**src/rtl/fpga_io_regs_param.sv**
```systemverilog
// APB FPGA I/O register block: LEDs, debounced buttons, 100 Hz / 1 Hz / cycle
// counters with compare, button/compare interrupts and a misc output register.
module fpga_io_regs_param #(
  parameter int unsigned       LED_W          = 8,
  parameter int unsigned       BTN_W          = 4,
  parameter int unsigned       MISC_W         = 10,
  parameter int unsigned       DEBOUNCE_TICKS = 2,
  parameter logic [MISC_W-1:0] MISC_RESET     = {MISC_W{1'b1}}
) (
  input  logic              PCLK,
  input  logic              PRESETn,
  input  logic              PSEL,
  input  logic              PENABLE,
  input  logic              PWRITE,
  input  logic [11:2]       PADDR,
  input  logic [31:0]       PWDATA,
  output logic [31:0]       PRDATA,
  output logic              PREADY,
  output logic              PSLVERR,
  input  logic              clk_100hz,
  input  logic [BTN_W-1:0]  buttons,
  output logic [LED_W-1:0]  leds,
  output logic [MISC_W-1:0] fpga_misc,
  output logic              irq
);

  localparam int unsigned IRQ_W   = BTN_W + 1;
  localparam logic [3:0]  DEB_MAX = 4'(DEBOUNCE_TICKS);

  localparam logic [9:0] A_LED  = 10'h000, A_TOGL = 10'h001, A_BTN  = 10'h002,
                         A_RAW  = 10'h003, A_C1   = 10'h004, A_C100 = 10'h005,
                         A_CCYC = 10'h006, A_PRE  = 10'h007, A_PSC  = 10'h008,
                         A_CMP  = 10'h009, A_IST  = 10'h00A, A_IEN  = 10'h00B,
                         A_MISC = 10'h013;

  logic [LED_W-1:0]      leds_q, leds_d;
  logic [MISC_W-1:0]     misc_q, misc_d;
  logic [BTN_W-1:0]      btn_meta_q, btn_raw_q, button_q, button_d;
  logic [BTN_W-1:0][3:0] deb_cnt_q, deb_cnt_d;
  logic [2:0]            hz_sync_q, hz_sync_d;
  logic                  hz_valid_q, hz_armed_q, hz_armed_d;
  logic [6:0]            div_q, div_d;
  logic [31:0]           cnt_1hz_q, cnt_1hz_d, cnt_100hz_q, cnt_100hz_d;
  logic [31:0]           cnt_cycle_q, cnt_cycle_d, prescale_q, prescale_d;
  logic [31:0]           ps_cntr_q, ps_cntr_d, cycle_cmp_q, cycle_cmp_d;
  logic [IRQ_W-1:0]      irq_status_q, irq_status_d, irq_en_q, irq_en_d;

  logic        wr_c, tick_c, cyc_inc_c, match_c;
  logic [31:0] cyc_next_c, prdata_c;
  logic [BTN_W-1:0] btn_rise_c;

  // Next-state logic for every register
  always_comb begin
    leds_d       = leds_q;
    misc_d       = misc_q;
    button_d     = button_q;
    deb_cnt_d    = deb_cnt_q;
    hz_sync_d    = {hz_sync_q[1:0], clk_100hz};
    hz_armed_d   = hz_armed_q | (hz_valid_q & ~hz_sync_q[0]);
    div_d        = div_q;
    cnt_1hz_d    = cnt_1hz_q;
    cnt_100hz_d  = cnt_100hz_q;
    cnt_cycle_d  = cnt_cycle_q;
    prescale_d   = prescale_q;
    ps_cntr_d    = ps_cntr_q;
    cycle_cmp_d  = cycle_cmp_q;
    irq_status_d = irq_status_q;
    irq_en_d     = irq_en_q;

    wr_c   = PSEL & PENABLE & PWRITE;
    // Armed only once a genuine low has been sampled after reset
    tick_c = hz_sync_q[1] & ~hz_sync_q[2] & hz_armed_q;

    for (int i = 0; i < int'(BTN_W); i++) begin
      if (DEBOUNCE_TICKS == 0) begin
        button_d[i]  = btn_raw_q[i];
        deb_cnt_d[i] = 4'd0;
      end else if (btn_raw_q[i] == button_q[i]) begin
        deb_cnt_d[i] = 4'd0;
      end else if (tick_c) begin
        if (deb_cnt_q[i] + 4'd1 == DEB_MAX) begin
          button_d[i]  = btn_raw_q[i];
          deb_cnt_d[i] = 4'd0;
        end else begin
          deb_cnt_d[i] = deb_cnt_q[i] + 4'd1;
        end
      end
    end
    btn_rise_c = button_d & ~button_q;

    if (tick_c) begin
      cnt_100hz_d = cnt_100hz_q + 32'd1;
      if (div_q == 7'd99) begin
        div_d     = 7'd0;
        cnt_1hz_d = cnt_1hz_q + 32'd1;
      end else begin
        div_d = div_q + 7'd1;
      end
    end

    cyc_inc_c  = (ps_cntr_q == 32'd0);
    cyc_next_c = cnt_cycle_q + 32'd1;
    ps_cntr_d  = cyc_inc_c ? prescale_q : ps_cntr_q - 32'd1;
    if (cyc_inc_c) cnt_cycle_d = cyc_next_c;
    match_c    = cyc_inc_c && (cyc_next_c == cycle_cmp_q) && !(wr_c && PADDR == A_CCYC);

    if (wr_c) begin
      case (PADDR)
        A_LED:  leds_d      = PWDATA[LED_W-1:0];
        A_TOGL: leds_d      = leds_q ^ PWDATA[LED_W-1:0];
        A_C1:   begin cnt_1hz_d = PWDATA; div_d = 7'd0; end
        A_C100: cnt_100hz_d = PWDATA;
        A_CCYC: cnt_cycle_d = PWDATA;
        A_PRE:  begin prescale_d = PWDATA; ps_cntr_d = PWDATA; end
        A_PSC:  ps_cntr_d   = PWDATA;
        A_CMP:  cycle_cmp_d = PWDATA;
        A_IST:  irq_status_d = irq_status_q & ~PWDATA[IRQ_W-1:0];
        A_IEN:  irq_en_d    = PWDATA[IRQ_W-1:0];
        A_MISC: misc_d      = PWDATA[MISC_W-1:0];
        default: ;
      endcase
    end
    // Hardware set overrides a same-cycle clear
    irq_status_d = irq_status_d | {match_c, btn_rise_c};
  end

  // Read mux, live only for an APB read
  always_comb begin
    prdata_c = 32'd0;
    if (PSEL && !PWRITE) begin
      case (PADDR)
        A_LED:   prdata_c = 32'(leds_q);
        A_BTN:   prdata_c = 32'(button_q);
        A_RAW:   prdata_c = 32'(btn_raw_q);
        A_C1:    prdata_c = cnt_1hz_q;
        A_C100:  prdata_c = cnt_100hz_q;
        A_CCYC:  prdata_c = cnt_cycle_q;
        A_PRE:   prdata_c = prescale_q;
        A_PSC:   prdata_c = ps_cntr_q;
        A_CMP:   prdata_c = cycle_cmp_q;
        A_IST:   prdata_c = 32'(irq_status_q);
        A_IEN:   prdata_c = 32'(irq_en_q);
        A_MISC:  prdata_c = 32'(misc_q);
        10'h3F4: prdata_c = 32'h04;
        10'h3F8: prdata_c = 32'h51;
        10'h3F9: prdata_c = 32'hB8;
        10'h3FA: prdata_c = 32'h0B;
        10'h3FC: prdata_c = 32'h0D;
        10'h3FD: prdata_c = 32'hF0;
        10'h3FE: prdata_c = 32'h05;
        10'h3FF: prdata_c = 32'hB1;
        default: prdata_c = 32'd0;
      endcase
    end
  end

  always_ff @(posedge PCLK or negedge PRESETn) begin
    if (!PRESETn) begin
      leds_q       <= '0;
      misc_q       <= MISC_RESET;
      btn_meta_q   <= '0;
      btn_raw_q    <= '0;
      button_q     <= '0;
      deb_cnt_q    <= '0;
      hz_sync_q    <= '0;
      hz_valid_q   <= 1'b0;
      hz_armed_q   <= 1'b0;
      div_q        <= '0;
      cnt_1hz_q    <= '0;
      cnt_100hz_q  <= '0;
      cnt_cycle_q  <= '0;
      prescale_q   <= '0;
      ps_cntr_q    <= '0;
      cycle_cmp_q  <= '0;
      irq_status_q <= '0;
      irq_en_q     <= '0;
    end else begin
      leds_q       <= leds_d;
      misc_q       <= misc_d;
      btn_meta_q   <= buttons;
      btn_raw_q    <= btn_meta_q;
      button_q     <= button_d;
      deb_cnt_q    <= deb_cnt_d;
      hz_sync_q    <= hz_sync_d;
      hz_valid_q   <= 1'b1;
      hz_armed_q   <= hz_armed_d;
      div_q        <= div_d;
      cnt_1hz_q    <= cnt_1hz_d;
      cnt_100hz_q  <= cnt_100hz_d;
      cnt_cycle_q  <= cnt_cycle_d;
      prescale_q   <= prescale_d;
      ps_cntr_q    <= ps_cntr_d;
      cycle_cmp_q  <= cycle_cmp_d;
      irq_status_q <= irq_status_d;
      irq_en_q     <= irq_en_d;
    end
  end

  assign PRDATA    = prdata_c;
  assign PREADY    = 1'b1;
  assign PSLVERR   = 1'b0;
  assign leds      = leds_q;
  assign fpga_misc = misc_q;
  assign irq       = |(irq_status_q & irq_en_q);

endmodule
```
**config.mk**
```make
export PLATFORM = sky130hd
export DESIGN_NAME = fpga_io_regs_param
export DESIGN_NICKNAME = d
export VERILOG_FILES = /design/src/rtl/fpga_io_regs_param.sv
export SDC_FILE = /design/constraint.sdc
export NUM_CORES = 1
export LEC_CHECK = 0
export CAP_MARGIN = 40
export CORE_MARGIN = 1.5
export CORE_UTILIZATION = 60
export CTS_BUF_LIST = sky130_fd_sc_hd__clkbuf_16
export DETAILED_ROUTE_END_ITERATION = 10
export HOLD_SLACK_MARGIN = 0.06
export PLACE_DENSITY = 0.81
export SKIP_LAST_GASP = 1
export SLEW_MARGIN = 20
export SYNTH_ARGS = -nofsm -noshare
export SYNTH_HDL_FRONTEND = slang
export SYNTH_SLANG_ARGS = --single-unit
export TNS_END_PERCENT = 100
```
**constraint.sdc**
```tcl
create_clock -name PCLK -period 4.45 [get_ports PCLK]
set_input_delay 1.1125 -clock PCLK [delete_from_list [all_inputs] [get_ports PCLK]]
set_output_delay 1.1125 -clock PCLK [all_outputs]
set_load 0.005 [all_outputs]
```
Yosys cells after proc, flatten, opt, wreduce, memory -nomap -nowiden. Index checks and enable logic that the tools add are counted.

Bitwise logic cells: 15. Multiplexer cells: 46. Equality and inequality tests: 30. $add $sub $neg: 9. Reduce and logical (&&, ||, !) cells: 20.

Operators by type and width (number): $pmux W32 S20 (1); $mux W32 (14); $add A32 B1 Y32 const B (3); $eq A10 B10 Y1 const B (8); $mux W4 (12); $eq A10 B3 Y1 const B (4); $eq A10 B4 Y1 const B (4); $eq A32 B32 Y1 (1); $logic_not A32 Y1 (1); $sub A32 B1 Y32 const B (1); $mux W7 (4); $eq A10 B2 Y1 const B (2); $add A4 B1 Y4 const B (4); $eq A4 B2 Y1 const B (4); $pmux W8 S2 (1); $mux W1 (12); $and A5 B5 Y5 (2); $eq A10 B1 Y1 const B (1); $eq A10 B5 Y1 const B (1); $logic_not A10 Y1 (1); $mux W5 (2); $reduce_and A2 Y1 (5); $reduce_bool A2 Y1 (5); $xor A8 B8 Y8 (1); 14 further kinds (26).

Bits in registers: 260. Logic and storage cells: 141. Input bits: 52. Output and inout bits: 53.

Logic depth before layout (Yosys ltp). Gate-level depths: netlist of run 1.

Word-level depth: 7. Depth in mapped cells: 11. Depth with buffers taken out: 9.

Worst setup path before layout of run 1. OpenSTA, ideal clock, no wires.

Kind: input port to output port. From: input PADDR[4] (netlist bit). To: output PRDATA[21]. Buffers on the path: 2. Arrival: 3027 ps. Stages on the path: 7. Data required time: 3338 ps. Path slack: 310 ps. Cells stage by stage: nor4_1 -> nand4_1 -> nor3_1 -> clkbuf_1 -> clkbuf_1 -> a221oi_1 -> nor2_1.

Cells in the longest elaborated chain, start to end: 3. Elaborated cells between the ends (all ways): 22. Those cells by class: eq/ne (19); mux (2); reduce/logical (1).

Ends and longest elaborated chain: from (decl) (line 15) `input logic [11:2] PADDR,`; $eq A10 B10 Y1 (tied with other cells) (line 131) `case (PADDR)`; $pmux W32 S20 (*) (line 131); $mux W32 (*) (line 130) `if (PSEL && !PWRITE) begin`; to (decl) (line 17) `output logic [31:0] PRDATA,`.

Every way passes the cells marked *; elsewhere a longest branch is shown, timed or not.

Worst setup path in the final report of run 1.
From: input PADDR[10] (netlist bit). To: output PRDATA[14].

Same word-level chain as after synthesis.

==> impl_metrics.toml, run 1 <==
[logic_synthesis]
syn_avg_cell_area_um2 = 9.04
yosys.area.top_type = "dfrtp_1"
synth-async-reset-ratio_pct = 100
syn-cell-area_mm2 = 0.0150
synth-seq-cells = 260
synth-main-ff-cell = "dfrtp_1"
synth.distinct_cells = 63
synthTopCellsByArea = "dfrtp_1, mux2_2, xnor2_1, xor2_1, nor2_1"
synth_top_area_share_pct = 41.6
yosysSeqAreaShare_pct = 43.4
syn_inst = 1663
synth_edf_count = 0
yosysWarnings = 0

[placement]
pre_cts_slack_ns = -0.376
portBuffers = 102
gp_congestion = 0.932
dpl.hpwl_mm = 32.9

[sta]
fin_crit_sh_pct = 97.9
finalSetupViolCount = 0
tns_ns = 0
setup_slack_ns = 0.0931
relSlewSlack_pct = 45.3
max_freq_mhz = 230
skew_ns = 0.0127
fin_crit_ns = 4.36
slew_violations = 0
tightest_slew_ns = 0.815
rsz0062_at_grt = "true"
hold_violations = 0

[floorplan]
rows = 57
dieWidth_um = 161
die-area_mm2 = 0.0260
start_util_pct = 61.4
die_h_um = 161
num_io_pins = 105
coreArea_mm2 = 0.0245

[critical_path]
critical_path_class = "in -> out"
required_ns = 3.34
worst_setup_path_end_kind = "output port"
path_max_fanout = 6
cp-start-kind = "input pin"
critPathArrivalTime_ns = 3.24

[global_route]
grt_first_pass_wirelength_mm = 75.9
antenna_found_initial = 0
grt_pass1_vias = 13800
overflow = 0
grt_max_degree = 94
gr-usage-all-layers_pct = 37.0

[cells_and_area]
n_antenna_cell = 0
utilization_pct = 74.4
drive_above_1_share_pct = 17.9
finalNetCount = 1872
areaGrowthSynthToFinish_pct = 21.1
nFillCells = 1722

[cts]
cts_tree = "built"
cts_max_level = 1
worstSkewPairLatency_ns = 0.56
cts_buffer_depth = 3
numCtsBuffers = 29
cts_root_buf = "clkbuf_16"
holdBufCountCts = 0
clock-sinks = 260
clk_pin_slew_ns = 0.06

[outcome]
status = "completed"

[route]
drtAntennaViolNets = 0
via_per_inst = 6.50
dr.pass1.iters = 6
route.detailed.drc = 0
drt-initial-drc-count = 1773
routed_wl_mm = 47.6
vias = 14000
wl_per_cell_um = 22.1

[power]
pwr_density_cell_mw_per_mm2 = 349
p_total_uw = 6360
p_leak_uw = 0.00747
ir_worst_vdd_uv = 240

[min_path]
hp-class = "reg -> reg"

[flow_run]
drv_cap = 0
-- kinds of logic (layout without fill, tap and decap cells) --
logic type / after synthesis / count (layout) / synth area share, %
buffers and inverters: 124 / 288 / 3.24
XOR/XNOR: 193 / 193 / 11.2
AO/OA/AOI/OAI: 333 / 333 / 14.0
AND/OR/NAND/NOR: 644 / 644 / 19.9
adder cells (fa/ha/maj): 13 / 13 / 1.08
flip-flops: 260 / 260 / 43.4
multiplexers: 94 / 94 / 7.06
other: 2 / 3 / 0.0500
-- cells in the mapped netlist (21+ instances only) --
master and number:
nand2_1 187, nor4_1 21, nand4_1 35, nor3_1 47
a22oi_1 56, o21ai_0 67, mux2_2 86, inv_1 22
a21oi_1 121, dfrtp_1 250, clkbuf_1 79, xor2_1 93
a221oi_1 25, nand3_1 49, xnor2_1 100, nor2_1 216
-- final cells by class --
cell class | count | area, um2 | share of cell area (%)
repair buffers | 214 | 2020 | 11.1
inverters | 22 | 82.6 | 0.454
multi-input cells | 1280 | 8310 | 45.7
flip-flops and latches | 260 | 6520 | 35.8
clock inverters | 23 | 145 | 0.797
clock buffers | 29 | 726 | 3.99
well taps | 324 | 405 | 2.23
-- cell usage in the layout (no fill, tap or decap), types with 13 or more instances in the layout --
master           count
xnor2_1            100
nor4_1              17
a21oi_1            115
dfrtp_1            250
nand3_1             48
a221oi_1            25
o21ai_0             65
inv_1               24
xor2_1              93
nor2_1             202
buf_4               84
nand4_1             35
nand2_1            183
or3_1               14
clkdlybuf4s50_1     59
ha_1                13
dlygate4sd2_1       17
mux2_2              86
and3_1              20
clkbuf_16           29
nor3_1              43
a22oi_1             56
-- power breakdown --
| part | switching [uW] | leakage [uW] | internal, uW |
|---|---|---|---|
| Combinational | 603 | 0.00407 | 494 |
| Clock | 1000 | 0.000442 | 1240 |
| Sequential | 380 | 0.00296 | 2640 |
| Total | 1990 | 0.00747 | 4370 |
-- timing repair --
action / 4_1_cts / 5_1_grt
endpoints found under the setup margin: 32 / 32
pin swaps: 8 / 3
resized for setup: 138 / 28
endpoints found under the hold margin: 0 / 0
cloned: 3 / 0
setup buffers: 6 / 1
-- registers in the layout (all words and copies together) (netlist names), 5 cells and up --
| name | flops |
|---|---|
| fpga_misc | 10 |
| cnt_100hz_q | 32 |
| leds | 8 |
| irq_en_q | 5 |
| ps_cntr_q | 32 |
| deb_cnt_q | 16 |
| irq_status_q | 5 |
| cycle_cmp_q | 32 |
| prescale_q | 32 |
| div_q | 7 |
| cnt_1hz_q | 32 |
| cnt_cycle_q | 32 |
-- worst max-delay path, stage by stage --
cell	delay [ns]
dlygate4sd2_1	0.28
nor4_2	0.32
and4_1	0.34
a2111oi_2	0.08
a211o_2	0.37
buf_6	0.14
buf_6	0.14
buf_16	0.14
nor2_1	0.11
clkdlybuf4s15_1	0.21
-- stage by stage --
| stage | cells | hold WS [ns] | cell area (um2) |
|---|---|---|---|
| 3_3_place_gp | 2088 | 0.335 | 17000 |
| 6_report | 2152 | 0.352 | 18200 |
| 2_1_floorplan | 1664 | 0.331 | 15000 |
| 4_1_cts | 2151 | 0.352 | 18100 |
| 3_5_place_dp | 2090 | 0.347 | 17000 |
| 5_1_grt | 2152 | 0.355 | 18200 |
-- path summary, 6_finish.rpt --
kind / start / end / slack [ns] / cells past startpoint
max: PADDR[10] / PRDATA[14] / 0.09 / 10
min: btn_meta_q[2] / btn_raw_q[2] / 0.35 / 0
max reg2reg: div_q[0] / cnt_1hz_q[31] / 0.96 / 8
min reg2reg: btn_meta_q[2] / btn_raw_q[2] / 0.35 / 0
max in group asynchronous: PRESETn / cnt_1hz_q[16] / 2.88 / 2
min in group asynchronous: PRESETn / hz_valid_q / 0.54 / 1
-- layer usage --
layer	part of all wire [%]	vias up	GRT usage, %
li1	-	6178	-
met1	40	6754	51.7
met2	45	862	57.6
met3	11	184	6.50
met4	4.3	0	14.7
met5	0	-	0
Power figures use the tool's default switching activity.
==> run 2, diff against run 1 <==
--- a/config.mk
+++ b/config.mk
@@ -7,11 +7,10 @@
 export LEC_CHECK = 0
 export CAP_MARGIN = 40
 export CORE_MARGIN = 1.5
-export CORE_UTILIZATION = 60
+export CORE_UTILIZATION = 35
 export CTS_BUF_LIST = sky130_fd_sc_hd__clkbuf_16
 export DETAILED_ROUTE_END_ITERATION = 10
 export HOLD_SLACK_MARGIN = 0.06
-export PLACE_DENSITY = 0.81
 export SKIP_LAST_GASP = 1
 export SLEW_MARGIN = 20
 export SYNTH_ARGS = -nofsm -noshare
==> constraint.sdc (replaced) <==
create_clock -name PCLK -period 4.9 [get_ports PCLK]
set_input_delay 1.225 -clock PCLK [delete_from_list [all_inputs] [get_ports PCLK]]
set_output_delay 1.225 -clock PCLK [all_outputs]
set_load 0.005 [all_outputs]
==> impl_metrics.toml, run 2 (synthesis gave the netlist of run 1 again) <==
[critical_path]
critPathArrivalTime_ns = 3.70
critPathTopFamily = "buffers and inverters"
r2r_start = "div_q[1]"
crit_buf_inv = 5
worst_setup_path_end_kind = "output port"
critical_path_class = "in -> out"
critical_path.slowest_cell = "a2111oi_1"
required_ns = 3.67
max_stage_delay_ns = 0.47
cp_cell_sequence = "dlygate4sd2_1 -> buf_4 -> nor2b_2 -> a21oi_1 -> o21ai_0 -> a2111oi_1 -> a211o_2 -> buf_12 -> a31oi_2 -> buf_4 -> clkdlybuf4s50_1"
critPathMostFrequentCell = "buf_4"
startpoint = "PADDR[4]"
cp-start-kind = "input pin"
path_max_fanout = 12

[power]
pwr_density_cell_mw_per_mm2 = 321
p_switching_uw = 1820
ir_worst_vdd_uv = 246
p_comb_share_pct = 16.3
clockPowerShare_pct = 38.1
seq_power_share_pct = 45.6
p_leak_uw = 0.00755
swShare_pct = 30.3
internal-power_uw = 4190
p_total_uw = 6010

[route]
vias = 13500
via_per_inst = 5.70
wl_per_cell_um = 21.2
drt-initial-drc-count = 1134
drtAntennaViolNets = 0
dr.pass1.iters = 6
routed_wl_mm = 50.0
route.detailed.drc = 0

[outcome]
status = "complete, but fails checks"
violations = "setup timing"

[placement]
portBuffers = 102
numPlacedInstances = 2299
gp_congestion = 0.914
dpl.hpwl_mm = 35.5

[min_path]
hp-class = "reg -> reg"
hold_start = "btn_meta_q[1]"

[global_route]
overflow = 0
grt_first_pass_wirelength_mm = 78.2
antenna_found_initial = 0
gr-usage-all-layers_pct = 22.6
grt_pass1_vias = 13400
grt_max_degree = 117

[cells_and_area]
mostFrequentLayoutCell = "dfrtp_1"
n_antenna_cell = 0
multi_input_area_mm2 = 0.00831
layout_common_cells = "dfrtp_1, nor2_1, nand2_1, a21oi_1, xnor2_1"
drive_above_1_share_pct = 16.5
finalNetCount = 1866
nFillCells = 4031
areaGrowthSynthToFinish_pct = 24.5
instances_no_fill = 2362
layout.area.seq_mm2 = 0.00652

[sta]
finalSetupViolCount = 5
relSlewSlack_pct = 32.9
fin_crit_sh_pct = 100
max_freq_mhz = 203
tightest_slew_ns = 1.01
skew_ns = 0.0205
fin_crit_ns = 4.92
slew_violations = 0
hold_violations = 0
setup_slack_ns = -0.0236
rsz0062_at_grt = "true"

[cts]
clk_pin_slew_ns = 0.06
cts_max_level = 1
cts_buffer_depth = 3
cts_root_buf = "clkbuf_16"
numCtsBuffers = 30
clock-sinks = 260
holdBufCountCts = 0
cts_tree = "built"
worstSkewPairLatency_ns = 0.58

[floorplan]
start_util_pct = 35.7
die_h_um = 210
num_io_pins = 105
coreArea_mm2 = 0.0421
dieWidth_um = 210
die-area_mm2 = 0.0442
rows = 75

[flow_run]
drv_cap = 0
run 2: cell count changes in the layout (fill, tap and decap cells not counted), moves of 5 or more:
cell             delta
buf_12              +7
clkdlybuf4s50_1    +25
clkdlybuf4s15_1     -6
buf_4               -8
dlygate4sd2_1       -8
clkbuf_2            -5
buf_2              -12
dlymetal6s2s_1      +6
buf_6               -5
run 2: worst reg2reg max path, cell delays in order (launching register included):
cell	delay, ns
dfrtp_1	0.38
ha_1	0.21
nand4b_1	0.21
nor4_2	0.74
nand4_1	0.39
or3_1	0.64
nor4_1	0.42
xnor2_1	0.17
a21oi_1	0.08
run 2: power groups by stage:
stage / registers (uW) / logic, uW / clock network, uW
2_1_floorplan: 2660 / 659 / 0
3_3_place_gp: 2750 / 942 / 0
3_5_place_dp: 2760 / 972 / 0
4_1_cts: 2730 / 984 / 2330
5_1_grt: 2780 / 1100 / 2420
6_report: 2740 / 982 / 2290
run 2: metrics by stage:
stage          utilization (%)  worst slack (ns)  instance area, um2  hold slack, ns  setup TNS, ns
6_report                  44.4           -0.0236               18700           0.348        -0.0846
5_1_grt                   44.4            -0.132               18700           0.356          -1.27
4_1_cts                   43.9           -0.0301               18500           0.349        -0.0920
3_5_place_dp              41.1            -0.258               17300           0.335          -3.43
3_3_place_gp              41.1            -0.268               17300           0.339          -2.56
2_1_floorplan                -             0.535               15000           0.331              0
run 2: per-layer routing:
metal / part of all wire, % / routed length, um / up-vias / global-route usage (%)
met3: 6.7 / 3320 / 73 / 2.92
met4: 2.1 / 1070 / 0 / 5.78
met5: 0 / 0 / - / 0
met1: 44 / 22100 / 6765 / 31.7
li1: - / - / 6175 / -
met2: 47 / 23400 / 448 / 36.7
run 2: area by class of cell:
type / count / area share, %
Tap cell: 539 / 3.61
Multi-Input combinational cell: 1280 / 44.4
Clock buffer: 31 / 4.15
Inverter: 22 / 0.442
Clock inverter: 23 / 1.10
Sequential cell: 260 / 34.9
Timing Repair Buffer: 207 / 11.4
run 2: timing repair:
item	4_1_cts	5_1_grt
buffers inserted	5	3
pin swaps	10	11
gates resized for setup	41	36
endpoints found under the setup margin	32	30
gates cloned	1	1
run 2: path summary, 6_finish.rpt:
check | end | slack [ns] | cells after the start
max | PRDATA[9] | -0.02 | 11
min | btn_raw_q[1] | 0.35 | 0
max reg2reg | cnt_1hz_q[31] | 1.50 | 8
min reg2reg | btn_raw_q[1] | 0.35 | 0
max in group asynchronous | fpga_misc[9] | 3.09 | 2
min in group asynchronous | leds[5] | 0.74 | 1
==> run 3, diff against run 2 <==
--- a/config.mk
+++ b/config.mk
@@ -6,7 +6,7 @@
 export NUM_CORES = 1
 export LEC_CHECK = 0
 export CAP_MARGIN = 40
-export CORE_MARGIN = 1.5
+export CORE_MARGIN = 2
 export CORE_UTILIZATION = 35
 export CTS_BUF_LIST = sky130_fd_sc_hd__clkbuf_16
 export DETAILED_ROUTE_END_ITERATION = 10
==> impl_metrics.toml, run 3 (synthesis gave the netlist of run 1 again) <==
[placement]
dpl.hpwl_mm = 35.4
portBuffers = 102
numPlacedInstances = 2297
pre_cts_slack_ns = -0.361
gp_congestion = 0.918

[critical_path]
cp-start-kind = "input pin"
startpoint = "PADDR[7]"
required_ns = 3.67
r2r_setup_slack_ns = 1.35
path_max_fanout = 6
critical_path_class = "in -> out"
r2r_start = "ps_cntr_q[24]"
critPathArrivalTime_ns = 3.59
worst_setup_path_end_kind = "output port"

[min_path]
hp-class = "reg -> reg"
hold_start = "btn_meta_q[1]"

[outcome]
status = "completed"

[cts]
worstSkewPairLatency_ns = 0.57
clock-sinks = 260
cts_max_level = 1
cts_root_buf = "clkbuf_16"
cts_tree = "built"
cts_buffer_depth = 3
holdBufCountCts = 0
numCtsBuffers = 31
clk_pin_slew_ns = 0.06

[power]
p_total_uw = 5910
ir_worst_vdd_uv = 256
pwr_density_cell_mw_per_mm2 = 320
p_leak_uw = 0.00756

[sta]
fin_crit_sh_pct = 98.3
tns_ns = 0
hold_violations = 0
finalSetupViolCount = 0
fin_crit_ns = 4.82
slew_violations = 0
relSlewSlack_pct = 44.6
holdWs_ns = 0.346
setup_slack_ns = 0.0824
rsz0062_at_grt = "true"
max_freq_mhz = 208
skew_ns = 0.00559
tightest_slew_ns = 0.831

[global_route]
grt_max_degree = 129
grt_first_pass_wirelength_mm = 77.2
antenna_found_initial = 0
grt_pass1_vias = 12900
gr-usage-all-layers_pct = 22.1
overflow = 0

[route]
routed_wl_mm = 50.0
wl_per_cell_um = 21.2
via_per_inst = 5.66
vias = 13400
dr.pass1.iters = 6
route.detailed.drc = 0
drtAntennaViolNets = 0
drt-initial-drc-count = 1180

[cells_and_area]
n_antenna_cell = 0
nFillCells = 4046
drive_above_1_share_pct = 16.0
areaGrowthSynthToFinish_pct = 22.9
layout_common_cells = "dfrtp_1, nor2_1, nand2_1, a21oi_1, xnor2_1"
instances_no_fill = 2363
finalNetCount = 1865
mostFrequentLayoutCell = "dfrtp_1"

[floorplan]
die-area_mm2 = 0.0446
start_util_pct = 35.7
num_io_pins = 105
dieWidth_um = 211
coreArea_mm2 = 0.0421
rows = 75
die_h_um = 211

[flow_run]
drv_cap = 0
[run 3: cell types whose count changed in the layout (fill, tap and decap cells not counted), moves of 3 or more]
cell / previous run / this run
buf_12: 18 / 8
buf_4: 76 / 82
dlygate4sd2_1: 9 / 3
dlymetal6s2s_1: 7 / 13
inv_1: 25 / 31
a221oi_1: 21 / 24
a221oi_2: 4 / 1
buf_6: 6 / 9
nor3_4: 0 / 3
[run 3: worst paths after layout]
check,end,depth (start not counted)
setup reg to reg,cnt_cycle_q[11],8
max in group asynchronous,fpga_misc[0],3
min in group asynchronous,div_q[3],1
hold reg to reg,btn_raw_q[1],0
setup / recovery,PRDATA[8],12
hold / removal,btn_raw_q[1],0
[run 3: per-layer routing]
layer	track usage, %	routed length [um]
met1	31.8	22400
met3	2.33	3010
met4	5.93	1290
met2	35.5	23300
met5	0	0
[run 3: power breakdown]
part           internal (uW)  total (uW)  switching [uW]
Clock                   1240        2190             944
Combinational            453         985             532
Sequential              2400        2740             343
Total                   4090        5910            1820
[run 3: layout make-up]
cell class | instances | area [um2] | share of cell area (%)
timing repair buffer | 205 | 2000 | 10.8
tap | 539 | 674 | 3.65
clock buffer | 31 | 776 | 4.20
sequential | 260 | 6520 | 35.3
inverter | 22 | 82.6 | 0.447
clock inverter | 26 | 168 | 0.907
multi-input combinational | 1280 | 8260 | 44.7
[run 3: repair_timing]
| item | in CTS | in global routing |
|---|---|---|
| gates resized for setup | 31 | 39 |
| setup buffers | 0 | 5 |
| pin swaps | 3 | 13 |
| cloned | 0 | 2 |
| setup endpoints to repair | 32 | 30 |
[run 3: worst max-delay path, stage by stage]
cell and delay [ns]:
buf_2 0.14, nor4_4 0.27, buf_4 0.18, buf_4 0.11, nand4_1 0.09, buf_4 0.19, nor3_4 0.24, buf_6 0.18
a22oi_1 0.12, a31oi_4 0.23, buf_4 0.13, clkdlybuf4s50_1 0.48
[run 3: through the flow]
step | area, um2 | utilization (%)
finish | 18500 | 43.9
global route | 18500 | 43.9
CTS | 18300 | 43.3
detailed placement | 17200 | 40.8
global placement | 17200 | 40.8
floorplan | 15000 | -
